### config.mk
export PLATFORM = sky130hd
export DESIGN_NAME = c_state_ctrl
export DESIGN_NICKNAME = d
export VERILOG_FILES = /design/src/rtl/c_state_ctrl.sv
export SDC_FILE = /design/constraint.sdc
export NUM_CORES = 1
export LEC_CHECK = 0
export CAP_MARGIN = 20
export CORE_AREA = 3 3 74 76
export DETAILED_ROUTE_END_ITERATION = 10
export DIE_AREA = 0 0 77 79
export MAX_ROUTING_LAYER = met4
export PLACE_DENSITY = 0.83
export SYNTH_ARGS = -nofsm -noshare
export SYNTH_HDL_FRONTEND = slang
export SYNTH_SLANG_ARGS = --single-unit
### constraint.sdc
create_clock -name clk -period 5.9 [get_ports clk]
set_clock_uncertainty 0.05 [all_clocks]
set_input_delay 1.475 -clock clk [delete_from_list [all_inputs] [get_ports clk]]
set_output_delay 1.475 -clock clk [all_outputs]
set_load 0.005 [all_outputs]
### src/rtl/c_state_ctrl.sv
// Phase sequencer for the VPE clock driver: SRAM load, variable broadcast, then
// whole 12-cycle processing sweeps, with registered one-hot phase outputs.
module c_state_ctrl #(
    parameter int unsigned CNT_W   = 8,
    parameter int unsigned NUM_VPE = 12
) (
    input  logic             clk,
    input  logic             rst_n,
    input  logic             start_i,
    input  logic             abort_i,
    input  logic [CNT_W-1:0] sram_len_i,
    input  logic [CNT_W-1:0] var_len_i,
    input  logic [CNT_W-1:0] sweeps_i,
    input  logic             shuffle_en_i,
    output logic             sram_state_o,
    output logic             var_state_o,
    output logic             proc_state_o,
    output logic             shuffle_o,
    output logic [3:0]       slot_o,
    output logic             busy_o,
    output logic             done_o
);

    typedef enum logic [2:0] {
        S_IDLE,
        S_SRAM,
        S_VAR,
        S_PROC,
        S_DONE
    } state_e;

    state_e           state_q, state_d;
    logic [CNT_W-1:0] cnt_q, cnt_d;
    logic [CNT_W-1:0] var_len_q, var_len_d;
    logic [CNT_W-1:0] sweeps_q, sweeps_d;
    logic [CNT_W-1:0] sweep_q, sweep_d;
    logic [3:0]       slot_q, slot_d;
    logic             shuf_en_q, shuf_en_d;
    logic             abort_q, abort_d;
    logic             sram_state_q, var_state_q, proc_state_q;
    logic             shuffle_q, busy_q, done_q;

    // First phase with a nonzero length, so empty phases cost no cycle.
    function automatic state_e first_phase(input logic [CNT_W-1:0] s,
                                           input logic [CNT_W-1:0] v,
                                           input logic [CNT_W-1:0] w);
        if (s != '0)      return S_SRAM;
        else if (v != '0) return S_VAR;
        else if (w != '0) return S_PROC;
        else              return S_DONE;
    endfunction

    always_comb begin
        state_d   = state_q;
        cnt_d     = cnt_q;
        var_len_d = var_len_q;
        sweeps_d  = sweeps_q;
        sweep_d   = sweep_q;
        slot_d    = slot_q;
        shuf_en_d = shuf_en_q;
        abort_d   = abort_q;
        case (state_q)
            S_IDLE: begin
                if (start_i) begin
                    var_len_d = var_len_i;
                    sweeps_d  = sweeps_i;
                    shuf_en_d = shuffle_en_i;
                    state_d   = first_phase(sram_len_i, var_len_i, sweeps_i);
                    cnt_d     = (sram_len_i != '0) ? sram_len_i : var_len_i;
                end
            end
            S_SRAM: begin
                if (abort_i) begin
                    state_d = S_IDLE;
                end else if (cnt_q == CNT_W'(1)) begin
                    state_d = first_phase('0, var_len_q, sweeps_q);
                    cnt_d   = var_len_q;
                end else begin
                    cnt_d = cnt_q - CNT_W'(1);
                end
            end
            S_VAR: begin
                if (abort_i) begin
                    state_d = S_IDLE;
                end else if (cnt_q == CNT_W'(1)) begin
                    state_d = first_phase('0, '0, sweeps_q);
                end else begin
                    cnt_d = cnt_q - CNT_W'(1);
                end
            end
            S_PROC: begin
                // Abort is held until the sweep wraps so the driver ends on VPE 0.
                abort_d = abort_q | abort_i;
                if (slot_q == 4'(NUM_VPE - 1)) begin
                    slot_d = '0;
                    if (abort_q || abort_i || (sweep_q == sweeps_q - CNT_W'(1)))
                        state_d = S_DONE;
                    else
                        sweep_d = sweep_q + CNT_W'(1);
                end else begin
                    slot_d = slot_q + 4'd1;
                end
            end
            S_DONE:  state_d = S_IDLE;
            default: state_d = S_IDLE;
        endcase
        if (state_d != S_PROC) begin
            slot_d  = '0;
            sweep_d = '0;
            abort_d = 1'b0;
        end
    end

    always_ff @(posedge clk or negedge rst_n) begin
        if (!rst_n) begin
            state_q      <= S_IDLE;
            cnt_q        <= '0;
            var_len_q    <= '0;
            sweeps_q     <= '0;
            sweep_q      <= '0;
            slot_q       <= '0;
            shuf_en_q    <= 1'b0;
            abort_q      <= 1'b0;
            sram_state_q <= 1'b0;
            var_state_q  <= 1'b0;
            proc_state_q <= 1'b0;
            shuffle_q    <= 1'b0;
            busy_q       <= 1'b0;
            done_q       <= 1'b0;
        end else begin
            state_q      <= state_d;
            cnt_q        <= cnt_d;
            var_len_q    <= var_len_d;
            sweeps_q     <= sweeps_d;
            sweep_q      <= sweep_d;
            slot_q       <= slot_d;
            shuf_en_q    <= shuf_en_d;
            abort_q      <= abort_d;
            sram_state_q <= (state_d == S_SRAM);
            var_state_q  <= (state_d == S_VAR);
            proc_state_q <= (state_d == S_PROC);
            shuffle_q    <= shuf_en_d & sweep_d[0] & (state_d == S_PROC);
            busy_q       <= (state_d == S_SRAM) || (state_d == S_VAR) || (state_d == S_PROC);
            done_q       <= (state_d == S_DONE);
        end
    end

    assign sram_state_o = sram_state_q;
    assign var_state_o  = var_state_q;
    assign proc_state_o = proc_state_q;
    assign shuffle_o    = shuffle_q;
    assign slot_o       = slot_q;
    assign busy_o       = busy_q;
    assign done_o       = done_q;

endmodule
==> impl_metrics.tcl <==
set metrics [dict create \
    clk_pin_slew_worst_paths_ns 0.08 \
    finalMaxSlewViolations 0 \
    critical_path.startpoint "sram_len_i[4]" \
    first_global_vias 2328 \
    required_arrival_time_at_the_worst_endpoint_ns 6.00 \
    wl_met3_um 265 \
    drt_iter0_drc 113 \
    die_h_um 79 \
    tritoncts "done" \
    max_cap_viol_count 0 \
    number_of_h_tree_levels 2 \
    slew-limit-headroom 0.293 \
    worst-endpoint-arrival_ns 4.02 \
    synth.cell_area_um2 2850 \
    timing_worst_slew_pin_value_ns 1.05 \
    maxClockFrequency_mhz 255 \
    grt_antenna_before_repair 0 \
    class_of_the_most_critical_setup_path "input pin to flop" \
    final_report_hold_violation_count 0 \
    grt_pass1_wl_um 10900 \
    rsz0062_at_grt "no" \
    place_hpwl_um 4700 \
    vdd_drop_max_mv 0.215 \
    routed_wirelength_um 6330 \
    ys_seq_area_frac 0.413 \
    hold_path_class "flop to flop" \
    met1_wl_um 2650 \
    clockRootBuffer "sky130_fd_sc_hd__clkbuf_8" \
    leakagePower_nw 1.31 \
    num_rows 25 \
    clockBufferDepth 2 \
    cts_num_sinks 47 \
    highest-signal-layer "met4" \
    floorplan.die_area_um2 6080 \
    postSynthCellCount 287 \
    initial_utilization 0.595 \
    reg2reg_slack_ns 2.93 \
    yosysUniqueCellTypes 62 \
    timing.setup.tns_ns 0 \
    yosys_most_used_dff "sky130_fd_sc_hd__dfrtp_1" \
    crit_path_cell_trace "clkdlybuf4s50_1, or4_4, nor3_4, o21ai_0, a22oi_1, or2_1, a22oi_1" \
    final_replace_weighted_congestion 0.871 \
    power.density_nw_per_um2 310 \
    post-synth-top-area-cell "sky130_fd_sc_hd__dfrtp_1" \
    io_buffer_count 38 \
    n_antenna_cell 0 \
    syn_nets 322 \
    finalCoreUtilization 0.701 \
    mean_area_per_synthesized_cell_um2 9.92 \
    timing.critical_path.slowest_stage_cell "sky130_fd_sc_hd__or4_4" \
    final_critical_period_ns 3.92 \
    netlist.area_leader.share 0.413 \
    cts_post_setup_buffers_inserted 0 \
    postSynth.asyncResetShare 1.00 \
    worst_r2r_startpoint "cnt_q[1]$_DFFE_PN0P_" \
    io_pins 39 \
    grt_start_max_net_pins 48 \
    routed_via_density 6.07 \
    critPathCapture "sweep_q[2]$_DFFE_PN0P_" \
    drive_gt1_frac 0.126 \
    post_synthesis_to_final_layout_area_growth_pct 17.8 \
    core_um2 4790 \
    clk_latency_ns 0.30 \
    number_of_cells_on_the_worst_hold_path 2 \
    timing.reg2reg.worst_path_depth 8 \
    critical_path.max_stage_delay_ns 0.56 \
    netlist_top_cells_area "sky130_fd_sc_hd__dfrtp_1, sky130_fd_sc_hd__mux2_2, sky130_fd_sc_hd__a21oi_1" \
    netlist_top_cells_count "sky130_fd_sc_hd__dfrtp_1, sky130_fd_sc_hd__nor2_1, sky130_fd_sc_hd__a21oi_1" \
    most_instantiated_library_cell_after_synthesis "sky130_fd_sc_hd__dfrtp_1" \
    cts_buffers 5 \
    synth-warning-count 0 \
    post-route-period-util 0.665 \
    drc 0 \
    vias 2379 \
    startpoint_type "input pin" \
    gr-total-overflow 0 \
    critical_path_end_type "flop" \
    1st_pass_router_iterations 4 \
    cts_hold_buf 0 \
    final_net_count 359 \
    die_width_um 77 \
    worstReg2RegEnd "sweep_q[2]$_DFFE_PN0P_" \
    number_of_enable_flip_flop_cells_after_synthesis 0 \
    outcome "completed" \
    met2_length_um 3300 \
    route.detailed.wl_per_inst_um 16.1 \
    gr-usage-all-layers 0.229 \
    path_max_fanout 15 \
    setup-violations-final 0 \
    route.antenna.remaining_nets 0 \
    yosys_register_bits 47 \
    fillCellCount 367 \
    cts.repair.resized 0 \
    critPathMostFrequentCell "sky130_fd_sc_hd__a22oi_1" \
]
-- cell families (layout without fill, tap and decap cells) --
logic type                 Yosys count  after routing  share of synthesized area
and+or+nand+nor                     99             99                      0.205
AOI/OAI and AO/OA                   81             81                      0.200
muxes                               18             18                     0.0699
buffers and inverters               23             61                     0.0453
adders and majority gates            7              7                     0.0299
DFF                                 47             47                      0.413
xor gates and xnor gates            12             12                     0.0369
-- worst min path at each step --
stage	start	endpoint	slack, ns
floorplan	shuf_en_q$_DFF_PN0_	shuf_en_q$_DFF_PN0_	0.41
global placement	abort_q$_DFFE_PN0P_	abort_q$_DFFE_PN0P_	0.46
detailed placement	shuf_en_q$_DFF_PN0_	shuf_en_q$_DFF_PN0_	0.46
CTS	shuf_en_q$_DFF_PN0_	shuf_en_q$_DFF_PN0_	0.49
global route	abort_q$_DFFE_PN0P_	abort_q$_DFFE_PN0P_	0.53
finish	shuf_en_q$_DFF_PN0_	shuf_en_q$_DFF_PN0_	0.48
-- report_power, final --
part / total, mW / switching [mW] / internal [mW] / leakage [nW]
Sequential: 0.479 / 0.0805 / 0.399 / 0.599
Combinational: 0.372 / 0.193 / 0.179 / 0.669
Clock: 0.190 / 0.107 / 0.0829 / 0.0412
-- per-layer routing --
metal | global-route usage | vias up
li1 | - | 1149
met1 | 0.280 | 1157
met2 | 0.397 | 64
met3 | 0.0374 | 9
met4 | 0.0623 | 0
met5 | - | -
-- registers in the layout, indices dropped and copies added (netlist names), 3 cells and up --
signal	cells
state_q	3
cnt_q	8
sweep_q	8
var_len_q	8
slot_o	4
sweeps_q	8
-- critical path: cells and delay by family --
| kind | cells | cell delay [ns] |
|---|---|---|
| AOI/OAI and AO/OA | 3 | 0.65 |
| buffers and inverters | 1 | 0.42 |
| and+or+nand+nor | 3 | 1.47 |
-- layout make-up --
class	count	area (um^2)	area share
Clock buffer	6	72.6	0.0216
Clock inverter	2	12.5	0.00373
Inverter	12	45.0	0.0134
Multi-Input combinational cell	217	1550	0.461
Sequential cell	47	1180	0.350
Tap cell	67	83.8	0.0250
Timing Repair Buffer	41	418	0.125
-- per-stage QoR --
stage / instances / instance area (um^2) / power (mW) / hold slack [ns] / setup slack (ns)
4_1_cts: 391 / 3330 / 1.04 / 0.492 / 1.97
5_1_grt: 392 / 3360 / 1.12 / 0.525 / 1.80
2_1_floorplan: 287 / 2850 / 0.738 / 0.412 / 2.53
3_5_place_dp: 383 / 3240 / 0.853 / 0.462 / 1.64
3_3_place_gp: 383 / 3240 / 0.838 / 0.458 / 1.72
6_report: 392 / 3360 / 1.04 / 0.476 / 1.98
-- layout by cell type, fill, tap and decap left out, drive strengths merged, types with 9 or more instances in the layout --
master,instances
dfrtp,47
clkdlybuf4s50,37
nor2,23
a21oi,19
o21ai,19
nand2,15
mux2,15
inv,12
xnor2,9
a22oi,9
or4,9
Note: power is estimated with default switching activity, not from simulation.
